### src/rtl/fir_post_pkg.sv
// Shared constants and FIFO entry layout for the FIR output packer.
package fir_post_pkg;

    localparam int IN_WIDTH_DEF  = 20;
    localparam int OUT_WIDTH_DEF = 8;

    localparam logic signed [OUT_WIDTH_DEF-1:0] SAT_MAX = 8'sd127;
    localparam logic signed [OUT_WIDTH_DEF-1:0] SAT_MIN = -8'sd128;

    localparam logic CH_FIRST  = 1'b0;
    localparam logic CH_SECOND = 1'b1;

    // FIFO entry: channel tag in the MSB above the sample.
    typedef struct packed {
        logic                            channel;
        logic signed [OUT_WIDTH_DEF-1:0] data;
    } fifo_entry_t;

endpackage

### src/rtl/fir_round_sat.sv
// Round-half-up, arithmetic right shift and saturate one filter result.
module fir_round_sat #(
    parameter int IN_WIDTH  = 20,
    parameter int OUT_WIDTH = 8,
    parameter int SHIFT     = 6
) (
    input  logic signed [IN_WIDTH-1:0]  x,
    output logic signed [OUT_WIDTH-1:0] y,
    output logic                        clamp
);

    localparam logic signed [IN_WIDTH:0] HI = (IN_WIDTH+1)'(2**(OUT_WIDTH-1) - 1);
    localparam logic signed [IN_WIDTH:0] LO = (IN_WIDTH+1)'(-(2**(OUT_WIDTH-1)));

    logic signed [IN_WIDTH:0] ext;
    logic signed [IN_WIDTH:0] r;

    assign ext = {x[IN_WIDTH-1], x};

    // One guard bit keeps the rounding add from wrapping at the positive extreme.
    generate
        if (SHIFT == 0) begin : g_noshift
            assign r = ext;
        end else begin : g_shift
            localparam logic signed [IN_WIDTH:0] HALF = (IN_WIDTH+1)'(2**(SHIFT-1));
            logic signed [IN_WIDTH:0] sum;
            assign sum = ext + HALF;
            assign r   = sum >>> SHIFT;
        end
    endgenerate

    always_comb begin
        clamp = 1'b0;
        y     = r[OUT_WIDTH-1:0];
        if (r > HI) begin
            clamp = 1'b1;
            y     = HI[OUT_WIDTH-1:0];
        end else if (r < LO) begin
            clamp = 1'b1;
            y     = LO[OUT_WIDTH-1:0];
        end
    end

endmodule

### src/rtl/fir_dual_output_packer.sv
// Packs both FIR channels into 8-bit samples and interleaves them through a
// show-ahead FIFO with a valid/ready output and a channel tag.
module fir_dual_output_packer
    import fir_post_pkg::*;
#(
    parameter int IN_WIDTH   = IN_WIDTH_DEF,
    parameter int OUT_WIDTH  = OUT_WIDTH_DEF,
    parameter int SHIFT      = 6,
    parameter int DECIM      = 1,
    parameter int FIFO_DEPTH = 8
) (
    input  logic                          clk,
    input  logic                          reset,
    input  logic                          in_valid,
    input  logic signed [IN_WIDTH-1:0]    first_output_result,
    input  logic signed [IN_WIDTH-1:0]    second_output_result,
    input  logic                          out_ready,
    output logic                          out_valid,
    output logic signed [OUT_WIDTH-1:0]   out_data,
    output logic                          out_channel,
    output logic [$clog2(FIFO_DEPTH):0]   fifo_level,
    output logic [7:0]                    overflow_count,
    output logic                          sat_flag
);

    localparam int PTR_W = $clog2(FIFO_DEPTH);
    localparam int LVL_W = PTR_W + 1;
    localparam int DEC_W = (DECIM > 1) ? $clog2(DECIM) : 1;
    localparam int ENT_W = OUT_WIDTH + 1;

    logic signed [IN_WIDTH-1:0]  in_res [2];
    logic signed [OUT_WIDTH-1:0] rs_data [2];
    logic [1:0]                  rs_clamp;

    logic [DEC_W-1:0]            dec_cnt_reg;
    logic                        accept;

    logic                        s1_valid_reg;
    logic signed [OUT_WIDTH-1:0] s1_data_reg [2];
    logic                        sat_flag_reg;

    logic [ENT_W-1:0]            mem [FIFO_DEPTH];
    logic [PTR_W-1:0]            wr_ptr_reg;
    logic [PTR_W-1:0]            wr_ptr_inc;
    logic [PTR_W-1:0]            rd_ptr_reg;
    logic [LVL_W-1:0]            level_reg;
    logic [LVL_W-1:0]            level_next;
    logic [7:0]                  overflow_count_reg;
    logic [ENT_W-1:0]            head;
    logic                        push_ok;
    logic                        pop;

    assign in_res[0] = first_output_result;
    assign in_res[1] = second_output_result;

    genvar gi;
    generate
        for (gi = 0; gi < 2; gi++) begin : g_ch
            fir_round_sat #(
                .IN_WIDTH  (IN_WIDTH),
                .OUT_WIDTH (OUT_WIDTH),
                .SHIFT     (SHIFT)
            ) u_round_sat (
                .x     (in_res[gi]),
                .y     (rs_data[gi]),
                .clamp (rs_clamp[gi])
            );
        end
    endgenerate

    assign accept = in_valid && (dec_cnt_reg == '0);

    always_ff @(posedge clk or posedge reset) begin
        if (reset) begin
            dec_cnt_reg <= '0;
        end else if (in_valid) begin
            dec_cnt_reg <= (dec_cnt_reg == DEC_W'(DECIM - 1)) ? '0 : dec_cnt_reg + DEC_W'(1);
        end
    end

    always_ff @(posedge clk or posedge reset) begin
        if (reset) begin
            s1_valid_reg <= 1'b0;
            sat_flag_reg <= 1'b0;
            for (int i = 0; i < 2; i++) s1_data_reg[i] <= '0;
        end else begin
            s1_valid_reg <= accept;
            if (accept) begin
                for (int i = 0; i < 2; i++) s1_data_reg[i] <= rs_data[i];
                if (|rs_clamp) sat_flag_reg <= 1'b1;
            end
        end
    end

    // Free space is judged before the same-cycle pop, so a pair needs two slots.
    assign push_ok    = s1_valid_reg && (level_reg <= LVL_W'(FIFO_DEPTH - 2));
    assign pop        = (level_reg != '0) && out_ready;
    assign wr_ptr_inc = wr_ptr_reg + PTR_W'(1);
    assign level_next = level_reg + (push_ok ? LVL_W'(2) : LVL_W'(0)) - (pop ? LVL_W'(1) : LVL_W'(0));

    always_ff @(posedge clk) begin
        if (push_ok) begin
            mem[wr_ptr_reg] <= {CH_FIRST, s1_data_reg[0]};
            mem[wr_ptr_inc] <= {CH_SECOND, s1_data_reg[1]};
        end
    end

    always_ff @(posedge clk or posedge reset) begin
        if (reset) begin
            wr_ptr_reg         <= '0;
            rd_ptr_reg         <= '0;
            level_reg          <= '0;
            overflow_count_reg <= '0;
        end else begin
            level_reg <= level_next;
            if (push_ok) wr_ptr_reg <= wr_ptr_reg + PTR_W'(2);
            if (pop)     rd_ptr_reg <= rd_ptr_reg + PTR_W'(1);
            if (s1_valid_reg && !push_ok && (overflow_count_reg != 8'hFF))
                overflow_count_reg <= overflow_count_reg + 8'd1;
        end
    end

    // Gate the head so outputs read zero whenever the FIFO is empty.
    assign head           = mem[rd_ptr_reg];
    assign out_valid      = (level_reg != '0);
    assign out_data       = out_valid ? head[OUT_WIDTH-1:0] : '0;
    assign out_channel    = out_valid ? head[OUT_WIDTH] : 1'b0;
    assign fifo_level     = level_reg;
    assign overflow_count = overflow_count_reg;
    assign sat_flag       = sat_flag_reg;

endmodule

### config.mk
export PLATFORM = sky130hd
export DESIGN_NAME = fir_dual_output_packer
export DESIGN_NICKNAME = d
export VERILOG_FILES = /design/src/rtl/fir_post_pkg.sv /design/src/rtl/fir_round_sat.sv /design/src/rtl/fir_dual_output_packer.sv
export SDC_FILE = /design/constraint.sdc
export NUM_CORES = 1
export LEC_CHECK = 0
export BUFFER_PORTS_ARGS = -buffer_cell sky130_fd_sc_hd__buf_2
export CORE_UTILIZATION = 34
export CTS_CLUSTER_SIZE = 12
export DETAILED_ROUTE_END_ITERATION = 12
export PLACE_DENSITY = 0.52
export RECOVER_POWER = 100
export SYNTH_ARGS = -nofsm -noshare
export SYNTH_HDL_FRONTEND = slang
export SYNTH_SLANG_ARGS = --single-unit
### constraint.sdc
create_clock -name clk -period 5 [get_ports clk]
set_input_delay 0.75 -clock clk [delete_from_list [all_inputs] [get_ports clk]]
set_output_delay 0.75 -clock clk [all_outputs]
set_load 0.005 [all_outputs]
# Yosys cells after proc, flatten, opt, wreduce, memory -nomap -nowiden
# Memory sizes are Yosys's and may differ from the RTL's.
# Cells that the tools add are included.
# Widths: inputs -> output; s select.
classes:
  add_sub_neg: 9
  n_reduce_logical: 9
  n_bitwise: 1
  n_eq_ne: 1
  n_mux: 15
  magnitude_cmp: 5
ops:
  columns: ["op", "n"]
  rows:
  - ["$add 20x7->21 const B", 2]
  - ["$mux 8", 5]
  - ["$gt 15x8->1 const B", 2]
  - ["$lt 15x8->1 const B", 2]
  - ["$mux 1", 9]
  - ["$add 8x1->8 const B", 1]
  - ["$ne 8x8->1 const B", 1]
  - ["$add 3x1->3 const B", 2]
  - ["$logic_and 1x1->1", 5]
  - ["$add 4x2->4", 1]
  - ["$le 4x3->1 const B", 1]
  - ["$reduce_bool 4->1", 1]
  - ["$sub 4x1->4", 1]
  - ["$add 3x2->3 const B", 1]
  - ["$mux 2", 1]
  - ["$reduce_and 2->1", 1]
  - ["$reduce_or 2->1", 1]
  - ["$add 1x1->1 const B", 1]
  - ["$logic_not 1->1", 1]
  - ["$not 1->1", 1]
word_totals:
  word_cells: 50
  register_bits: 37
  ram_bits: 72
  input_bits: 44
  out_inout_bits: 23
  mem_count: 1
mem_list:
  columns: ["name", "depth", "width", "rd", "rd_ports_with_merged_regs", "write_ports", "line", "text"]
  rows:
  - ["mem", 8, 9, 1, 0, 2, "fir_dual_output_packer.sv:42", "logic [ENT_W-1:0] mem [FIFO_DEPTH];"]

# Logic depth before layout (Yosys ltp)
# Gate-level depths: netlist of the first run.
depth:
  depth_word: 6
  depth_mapped: 13
  depth_no_buf: 12

# Modules after synthesis
# A second synthesis of the first run with hierarchy kept.
unflattened:
  cells_unflattened: 404
  area_unflattened_um2: 5328.9
by_module_without_submodules:
  columns: ["module", "cells_per_inst", "n_inst", "seq_area_each_um2", "area_each_um2"]
  rows:
  - ["fir_dual_output_packer", 228, 1, 2797.7, 4102.7]
  - ["fir_round_sat", 88, 2, 0.0, 613.1]

# Worst setup path before layout of the first run
# Ideal clock, no wire load.
synth_path:
  kind: "input-to-reg"
  startpoint: "input port first_output_result[5]"
  endpoint: "register sat_flag_reg, in the netlist sat_flag"
  t_arrival_ns: 2.875
  setup_time_ns: 0.118
  stages: 9
  n_path_buf: 1
  required_ns: 4.882
  setup_slack_ns: 2.007
  path_cell_list: "ha_1 -> and4_4 -> buf_6 -> or4b_1 -> a21oi_1 -> a21oi_1 -> o31a_1 -> or4b_1 -> a21o_1"
synth_between:
  elab_chain_cells: 6
  word_cells_on_any_way: 7
  classes_between: "add/sub: 1; order compare: 2; mux: 2; reduce/logical: 2"
synth_rtl:
  columns: ["element", "line", "text"]
  rows:
  - ["start, declared", "fir_dual_output_packer.sv:15", "input logic signed [IN_WIDTH-1:0] first_output_result,"]
  - ["$add 20x7->21 *", "fir_round_sat.sv:27", "assign sum = ext + HALF;"]
  - ["$lt 15x8->1", "fir_round_sat.sv:38", "end else if (r < LO) begin"]
  - ["$mux 1", "fir_round_sat.sv:38", null]
  - ["$mux 1 *", "fir_round_sat.sv:35", "if (r > HI) begin"]
  - ["$reduce_or 2->1 *", "fir_dual_output_packer.sv:90", "if (|rs_clamp) sat_flag_reg <= 1'b1;"]
  - ["$reduce_and 2->1 (no line) *", null, null]
  - ["end signal, assigned", "fir_dual_output_packer.sv:84", "sat_flag_reg <= 1'b0;"]
  - ["end signal, assigned", "fir_dual_output_packer.sv:90", null]
  - ["end, declared", "fir_dual_output_packer.sv:40", "logic sat_flag_reg;"]
# Every way passes the cells marked *; elsewhere a longest branch is shown, timed or not.
# A chain may end at the register's enable or synchronous reset.

# Final worst setup path of the first run
layout_path:
  startpoint: "register rd_ptr_reg[0]"
  endpoint: "output port out_data[4]"
layout_between:
  elab_chain_cells: 2
layout_rtl:
  columns: ["element", "line", "text"]
  rows:
  - ["start, declared", "fir_dual_output_packer.sv:45", "logic [PTR_W-1:0] rd_ptr_reg;"]
  - ["start signal, assigned", "fir_dual_output_packer.sv:117", "if (pop) rd_ptr_reg <= rd_ptr_reg + PTR_W'(1);"]
  - ["$mem_v2 8x9", null, null]
  - ["$mux 8", "fir_dual_output_packer.sv:126", "assign out_data = out_valid ? head[OUT_WIDTH-1:0] : '0;"]
  - ["end, declared", "fir_dual_output_packer.sv:19", "output logic signed [OUT_WIDTH-1:0] out_data,"]
# Every way passes these cells.

==> results of run 1 <==
[per-stage QoR]
stage / setup slack, ps / cell area (sq um)
floorplan: 2010 / 4740
global placement: 1800 / 5200
detailed placement: 1770 / 5200
CTS: 1670 / 5490
global route: 1320 / 5440
finish: 1680 / 5440
[power groups by stage]
stage	registers, uW	logic, uW	clock network [uW]
3_3_place_gp	1240	719	0
6_report	1220	699	668
5_1_grt	1250	793	723
4_1_cts	1230	737	690
3_5_place_dp	1240	734	0
2_1_floorplan	1130	560	0
[worst reg2reg max path: stages, from the launching register on]
cell,delay [ps]
dfrtp_1,420
ha_1,220
nand2_1,80
mux2i_1,450
and2_0,290
inv_1,80
ha_1,270
inv_1,60
ha_1,140
inv_1,50
fa_1,370
xor2_1,170
[cell families (layout without fill, tap and decap cells)]
family                   count (synthesis)  in the layout  synth area share
XOR/XNOR                                24             24            0.0444
multiplexers                            30             30             0.106
AND/OR/NAND/NOR                         93             93             0.111
flip-flops                              99             99             0.591
AO/OA/AOI/OAI                           54             54            0.0816
adder cells (fa/ha/maj)                 14             14            0.0386
buffers and inverters                   32             94            0.0275
[Yosys cell counts, types with 3 or more instances]
| master | instances |
|---|---|
| a21oi_1 | 8 |
| a31oi_1 | 6 |
| and2_1 | 3 |
| and3_1 | 13 |
| clkbuf_1 | 7 |
| dfrtp_1 | 35 |
| edfxtp_1 | 64 |
| ha_1 | 13 |
| inv_1 | 20 |
| mux2_2 | 3 |
| mux2i_1 | 11 |
| mux4_2 | 16 |
| nand2_1 | 14 |
| nand2b_1 | 4 |
| nand3_1 | 16 |
| nand4_1 | 5 |
| nor2_1 | 19 |
| nor3_1 | 4 |
| o211ai_1 | 12 |
| o21a_1 | 12 |
| xnor2_1 | 16 |
| xor2_1 | 8 |
[worst paths after layout]
kind	end	cells after the start	startpoint	slack (ps)
worst max-delay path	out_data[4]	5	rd_ptr_reg[0]	1680
worst min-delay path	sat_flag	1	sat_flag	480
worst max register to register	fifo_level[3]	11	fifo_level[2]	2320
worst min register to register	sat_flag	1	sat_flag	480
max in group asynchronous	s1_data_reg[6]	3	reset	2810
min in group asynchronous	rd_ptr_reg[2]	3	reset	1090
[layer usage]
metal | vias to the layer above | share of wire
met3 | 11 | 0.030
met1 | 1441 | 0.50
li1 | 1420 | -
met5 | - | 0
met4 | 0 | 0.014
met2 | 61 | 0.46
[placed cells by master (no fill, tap or decap), types with 14 or more instances in the layout]
master and count:
nor2_1 19, dfrtp_1 35, mux4_2 16, xnor2_1 16
buf_2 43, nand2_1 14, inv_1 20, edfxtp_1 64
nand3_1 16, clkbuf_1 17
[cell type report]
type	instances	area, sq um	share of cell area
Clock buffer	13	250	0.0460
Multi-Input combinational cell	215	1780	0.328
Timing Repair Buffer	58	273	0.0502
Tap cell	176	220	0.0405
Inverter	20	75.1	0.0138
Sequential cell	99	2800	0.515
Clock inverter	3	38.8	0.00714
==> impl_metrics.csv, run 1 <==
group,metric,value,unit
outcome,outcome,"finished with violations",
outcome,violations,"capacitance limit, slew limit",
grt,use_met3,0.0257,
timing,skew,7.11,ps
route,ant_nets,0,
final_layout,n_antenna_cell,0,
yosys,synth_cells,346,
floorplan,die_w,120,um
timing,hold_viol_final,0,
worst_setup_path,crit_path_start_kind,"flop",
clocking,hold_buffers,0,
timing,relSlewSlack,-0.274,
timing,period_minus_slack,3320,ps
yosys,ys_seq_area_frac,0.591,
final_layout,final_util,0.406,
clocking,cts_root_buf,"clkbuf_16",
pwr,combinationalPowerShare,0.271,
yosys,async_flop_share,0.354,
timing,setup_viol,0,
timing,setup-tns-final,0,ps
worst_setup_path,max_stage_delay,910,ps
yosys,syn_area,4740,sq um
worst_setup_path,cp_data_required_time,4250,ps
pwr,p_leak,0.00202,uW
clocking,numClockSinks,99,
route,vias,2933,
final_layout,instances_no_fill,584,
final_layout,area.growth.synth_to_final,14.8,%
timing,fmax,0.301,GHz
route,drtIter0Drc,136,
grt,grt_use_total,0.134,
final_layout,fillers,1279,
placement,place_congestion,0.806,
worst_setup_path,crit_top_cell,"clkbuf_1",
route,drc_errors,0,
yosys,yosysWarnings,0,
yosys,ys_ff_latch,99,
worst_setup_path,cp_cell_sequence,"clkbuf_1 -> mux4_2 -> mux2i_1 -> nor2_1 -> clkbuf_1",
yosys,synthesis.nets,404,
clocking,cts_tree,"built",
worst_setup_path,cp-end-kind,"primary output",
pwr,seqPwrFrac,0.471,
grt,gr-max-usage-layer,"met2",
placement,dp.cells,568,
yosys,synthTopCellsByArea,"edfxtp_1, dfrtp_1, mux4_2, ha_1, xnor2_1",
clocking,clock_latency,340,ps
pwr,netSwitchingPower,768,uW
clocking,post-cts-setup-buffers,0,
floorplan,initial_core_util,0.353,
worst_setup_path,path_class,"reg -> out",
worst_hold_path,min_path_type,"reg -> reg",
route,viasPerCell,5.02,
timing,slew_viol_final,36,
final_layout,drive_above_1_share,0.194,
grt,grt_pass1_wl,14800,um
worst_setup_path,path_buf_inv,2,
grt,met2_usage,0.212,
yosys,synth_area_leader_cell,"edfxtp_1",
route,dr.pass1.iters,4,
grt,grt_pass1_vias,2940,
floorplan,design.die.area,14400,sq um
pwr,power_switching_share,0.297,
floorplan,core,13400,sq um
pwr,ir_worst_vdd,0.000171,V
grt,overflow,0,
flow_run,drv_cap,1,
yosys,post_synth_num_cell_types,52,
clocking,cts.clk_slew.worst_paths,60,ps
pwr,p_total,2580,uW
floorplan,row_count,42,
timing,rsz0062_at_grt,"no",
pwr,powerDensity,475,nW/um^2
floorplan,io_pins,67,
clocking,ctsHtreeMaxLevel,3,
yosys,synth-edff-count,64,
timing,period_share,0.664,
placement,port_buffers,56,
timing,worst_pin_slew,1910,ps
placement,dp_hpwl,6340,um
yosys,syn_area_per_cell,13.7,sq um
grt,grt_max_degree,36,
clocking,ctsResizeCount,0,
yosys,synth_top_area_frac,0.406,
grt,grt_use_met1,0.183,
floorplan,die_y,120,um
pwr,p_int,1820,uW
final_layout,final_net_count,461,
final_layout,largest_register_ffs,64,
grt,antenna_found_initial,0,
pwr,power_frac_clock,0.259,
worst_setup_path,critPathMaxFanout,15,
route,wl_per_cell,15.2,um
worst_setup_path,cp_top_family,"flip-flops",
route,wirelength,8900,um
yosys,ys.flop_type,"edfxtp_1",
timing,fin_hold_ws,479,ps
clocking,clk_path_buf_depth,2,
clocking,numCtsBuffers,9,
worst_setup_path,cp_slowest_cell,"dfrtp_1",
worst_setup_path,arrival,2570,ps
Note: power is estimated with default switching activity, not from simulation.
==> run 2, diff against run 1 <==
- ABC_AREA: default -> 1
- PLACE_DENSITY: 0.52 -> 0.54
- clock period: 5 -> 2.8 ns (I/O delays scaled with it)
==> impl_metrics.csv, run 2 <==
group,metric,value,unit
route,wirelength,10800,um
yosys,yosysMostFrequentCell,"nand2_1",
clocking,numCtsBuffers,9,
yosys,synth-edff-count,64,
clocking,cts_tree,"built",
clocking,numClockSinks,99,
route,vias,3786,
timing,fmax,0.410,GHz
outcome,violations,"capacitance limit, slew limit",
grt,antenna_found_initial,0,
timing,setup-tns-final,0,ps
route,wl_per_cell,13.7,um
final_layout,area.growth.synth_to_final,16.6,%
pwr,ir_worst_vdd,0.000316,V
timing,rsz0062_at_grt,"no",
worst_setup_path,arrival,2660,ps
floorplan,die_y,124,um
final_layout,drive_above_1_share,0.157,
clocking,clk_path_buf_depth,2,
floorplan,die_w,124,um
final_layout,largest_register_ffs,64,
yosys,synth_top_area_frac,0.381,
timing,slew_viol_final,36,
timing,setup_viol,0,
yosys,post_synth_num_cell_types,30,
final_layout,seq_area,2800,sq um
yosys,synth_area_leader_cell,"edfxtp_1",
route,viasPerCell,4.79,
route,drtIter0Drc,335,
final_layout,n_antenna_cell,0,
clocking,cts.clk_slew.worst_paths,70,ps
timing,relSlewSlack,-0.261,
yosys,ys.flop_type,"edfxtp_1",
grt,grt_max_degree,36,
yosys,syn_area_per_cell,9.46,sq um
floorplan,initial_core_util,0.348,
pwr,powerDensity,862,nW/um^2
pwr,p_total,5070,uW
route,dr.pass1.iters,4,
yosys,syn_area,5040,sq um
yosys,synthTopCellsByArea,"edfxtp_1, dfrtp_1, nand2_1, nor2_1, o21ai_0",
yosys,ys_seq_area_frac,0.555,
flow_run,drv_cap,1,
timing,hold_viol_final,0,
worst_setup_path,cp_data_required_time,3020,ps
floorplan,design.die.area,15300,sq um
floorplan,row_count,44,
worst_setup_path,path_class,"reg -> reg",
final_layout,multi_input_area,1980,sq um
worst_hold_path,holdPathStages,3,
clocking,ctsHtreeMaxLevel,3,
placement,port_buffers,56,
route,drc_errors,0,
grt,overflow,0,
yosys,synth_cells,533,
floorplan,io_pins,67,
timing,period_minus_slack,2440,ps
route,ant_nets,0,
clocking,hold_buffers,0,
placement,place_congestion,0.863,
clocking,clock_latency,340,ps
worst_setup_path,crit_path_start_kind,"flop",
timing,period_share,0.871,
clocking,post-cts-setup-buffers,0,
timing,skew,6.80,ps
yosys,async_flop_share,0.354,
worst_setup_path,critPathMaxFanout,5,
final_layout,final_net_count,659,
clocking,cts_root_buf,"clkbuf_16",
worst_setup_path,reg2reg_depth,13,
worst_hold_path,min_path_type,"in -> reg",
grt,grt_pass1_vias,3612,
worst_setup_path,cp-end-kind,"flop",
final_layout,fillers,1454,
outcome,outcome,"finished with violations",
timing,worst_pin_slew,1890,ps
floorplan,core,14500,sq um
placement,dp_hpwl,7810,um
grt,grt_pass1_wl,18000,um
pwr,p_leak,0.00248,uW
yosys,yosysWarnings,0,
final_layout,final_cell_mix,"nand2_1, nor2_1, edfxtp_1",
yosys,synth_common_cells,"nand2_1, nor2_1, edfxtp_1, inv_1, o21ai_0",
clocking,ctsResizeCount,0,
yosys,ys_ff_latch,99,
final_layout,mostFrequentLayoutCell,"nand2_1",
yosys,synthesis.nets,591,
grt,grt_use_total,0.155,
## run 2: cell count changes after synthesis, moves of 16 or more
| cell | previous run | this run |
|---|---|---|
| o21ai_0 | 2 | 42 |
| nand2_1 | 14 | 95 |
| inv_1 | 20 | 48 |
| a31oi_1 | 6 | 23 |
| mux4_2 | 16 | 0 |
| nor2_1 | 19 | 94 |
## run 2: critical path: stages, from the launching register on
cell	delay [ps]
dfrtp_1	390
inv_1	90
ha_1	150
nand2_1	60
nand2_1	50
o21ai_0	130
nor2_1	260
inv_1	150
ha_1	290
inv_1	60
ha_1	140
inv_1	50
fa_1	360
xor2_1	170
## run 2: cell type report
class,instances,area share
multi-input combinational,371,0.337
inverter,51,0.0325
clock inverter,6,0.0189
clock buffer,10,0.0389
sequential,99,0.475
tap,184,0.0391
timing repair buffer,69,0.0585
## run 2: path summary, 6_finish.rpt
kind	startpoint	to	slack (ps)
min reg2reg	overflow_count[7]	overflow_count[7]	490
max reg2reg	fifo_level[3]	fifo_level[3]	360
max in group asynchronous	reset	s1_data_reg[0]	960
max	fifo_level[3]	fifo_level[3]	360
min	out_ready	rd_ptr_reg[0]	380
min in group asynchronous	reset	rd_ptr_reg[0]	750
## run 2: stage by stage
step           setup slack [ps]  hold slack [ps]  cell area, sq um  utilization  instances
2_1_floorplan               599              451              5040            -        533
3_3_place_gp                479              480              5610        0.387        774
3_5_place_dp                420              477              5610        0.387        774
4_1_cts                     413              187              5950        0.411        790
5_1_grt                     155              384              5880        0.406        790
6_report                    361              380              5880        0.406        790
## run 2: cells by family (layout without fill, tap and decap cells)
group	count (synthesis)	after routing	share of synthesized area
and+or+nand+nor	254	254	0.227
buffers and inverters	63	136	0.0469
muxes	3	3	0.00670
adders and majority gates	14	14	0.0362
DFF	99	99	0.555
xor gates and xnor gates	23	23	0.0399
AOI/OAI and AO/OA	77	77	0.0885
## run 2: report_power, final
group          leakage, uW  total (uW)  internal (uW)  switching (uW)
Clock             0.000163        1390            875             519
Sequential        0.000974        2050           1880             170
Combinational      0.00134        1630            612            1010
Total              0.00248        5070           3370            1700
## run 2: per-layer routing
layer,track usage,wire [um]
met1,0.208,5270
met2,0.257,5050
met4,0.0407,80
met5,0,0
met3,0.0261,414
==> run 3, diff against run 2 <==
- PLACE_DENSITY: 0.54 -> 0.52
- clock period: 2.8 -> 2.75 ns (I/O delays scaled with it)
==> impl_metrics.csv, run 3 (same netlist as run 2, synthesis figures left out) <==
group,metric,value,unit
outcome,outcome,"finished with violations",
outcome,violations,"capacitance limit, slew limit",
grt,grt_pass1_wl,17500,um
floorplan,die_w,124,um
clocking,cts_tree,"built",
timing,setup-tns-final,0,ps
route,drtIter0Drc,255,
pwr,p_leak,0.00243,uW
route,dr.pass1.iters,5,
worst_setup_path,path_class,"reg -> reg",
worst_hold_path,holdPathStages,3,
worst_setup_path,reg2reg_depth,13,
grt,grt_max_degree,36,
route,wl_per_cell,13.6,um
worst_setup_path,arrival,2680,ps
worst_setup_path,r2r_slack,290,ps
timing,rsz0062_at_grt,"no",
final_layout,final_net_count,657,
clocking,hold_buffers,0,
final_layout,n_antenna_cell,0,
final_layout,final_util,0.401,
placement,dp_hpwl,7760,um
clocking,cts.clk_slew.worst_paths,60,ps
final_layout,instances_no_fill,788,
timing,slew_viol_final,36,
timing,worst_pin_slew,1930,ps
clocking,clk_path_buf_depth,2,
clocking,clock_latency,340,ps
worst_setup_path,crit_path_start_kind,"flop",
worst_hold_path,hold_end,"rd_ptr_reg[0]",
timing,period_share,0.896,
pwr,p_total,4880,uW
route,viasPerCell,4.82,
clocking,ctsHtreeMaxLevel,3,
final_layout,mostFrequentLayoutCell,"nand2_1",
worst_setup_path,crit_start,"fifo_level[3]",
clocking,post-cts-setup-buffers,0,
worst_setup_path,cp-end-kind,"flop",
grt,overflow,0,
route,vias,3801,
floorplan,io_pins,67,
floorplan,initial_core_util,0.348,
pwr,ir_worst_vdd,0.000392,V
final_layout,area.growth.synth_to_final,15.1,%
pwr,powerDensity,840,nW/um^2
timing,hold_viol_final,0,
worst_setup_path,crit_top_cell,"inv_1",
worst_hold_path,min_path_type,"in -> reg",
worst_setup_path,timing.rr.start,"fifo_level[3]",
worst_setup_path,cp_slowest_cell,"dfrtp_1",
route,wirelength,10700,um
timing,skew,10.1,ps
timing,relSlewSlack,-0.284,
worst_hold_path,holdCritStartpoint,"out_ready",
final_layout,final_cell_mix,"nand2_1, nor2_1, edfxtp_1",
worst_setup_path,critPathMaxFanout,5,
timing,setup_viol,0,
floorplan,row_count,44,
grt,antenna_found_initial,0,
final_layout,largest_register_ffs,64,
clocking,ctsResizeCount,0,
placement,place_congestion,0.854,
timing,period_minus_slack,2460,ps
timing,fmax,0.406,GHz
worst_setup_path,max_stage_delay,400,ps
route,ant_nets,0,
worst_setup_path,cp_data_required_time,2970,ps
final_layout,drive_above_1_share,0.149,
grt,grt_pass1_vias,3583,
floorplan,core,14500,sq um
worst_setup_path,cp_cell_sequence,"inv_1 -> ha_1 -> nand2_1 -> nand2_1 -> o21ai_0 -> nor2_1 -> inv_1 -> ha_1 -> inv_1 -> ha_1 -> inv_1 -> fa_1 -> xor2_1",
worst_setup_path,r2r-end,"fifo_level[3]",
clocking,cts_root_buf,"clkbuf_16",
flow_run,drv_cap,1,
clocking,numClockSinks,99,
placement,port_buffers,56,
floorplan,die_y,124,um
route,drc_errors,0,
placement,dp.cells,772,
clocking,numCtsBuffers,9,
grt,grt_use_total,0.151,
floorplan,design.die.area,15300,sq um
run 3: cell types whose count changed in the layout (fill, tap and decap cells not counted), sizes merged:
cell and change:
clkinv +1, buf -3, clkbuf +2, bufinv -3
inv +1
run 3: per-stage QoR:
| stage | hold slack [ps] | setup WS (ps) | area (sq um) |
|---|---|---|---|
| 4_1_cts | 174 | 335 | 5870 |
| 3_5_place_dp | 461 | 352 | 5590 |
| 3_3_place_gp | 476 | 432 | 5590 |
| 2_1_floorplan | 444 | 549 | 5040 |
| 6_report | 366 | 285 | 5810 |
| 5_1_grt | 371 | 71.1 | 5810 |
run 3: critical path, delay by kind of cell (launching register included):
kind	cells	cell delay (ps)
adders and majority gates	4	940
DFF	1	400
and+or+nand+nor	3	370
buffers and inverters	4	350
xor gates and xnor gates	1	170
AOI/OAI and AO/OA	1	140
run 3: metal layers:
layer,share of wire,track usage,wire (um)
met3,0.035,0.0224,378
met5,0,0,0
met1,0.46,0.192,4940
met2,0.49,0.256,5190
met4,0.016,0.0633,174
run 3: how the worst max path moves through the flow:
stage                                to  slack, ps  cells past startpoint
after floorplan           fifo_level[3]        550                     13
after global placement    fifo_level[3]        430                     11
after detailed placement  fifo_level[3]        350                     13
after CTS                 fifo_level[3]        340                     13
after global routing      fifo_level[3]         70                     13
final                     fifo_level[3]        290                     13
run 3: final cells by class:
class	count	area, sq um
inverters	51	191
repair buffers	67	330
flip-flops and latches	99	2800
clock buffers	11	243
well taps	184	230
multi-input cells	371	1980
fillers	1458	8670
clock inverters	5	35.0
run 3: where the power goes:
| part | internal [uW] | switching, uW | leakage (uW) |
|---|---|---|---|
| Sequential | 1920 | 159 | 0.000974 |
| Clock | 641 | 525 | 0.000136 |
| Combinational | 604 | 1030 | 0.00132 |
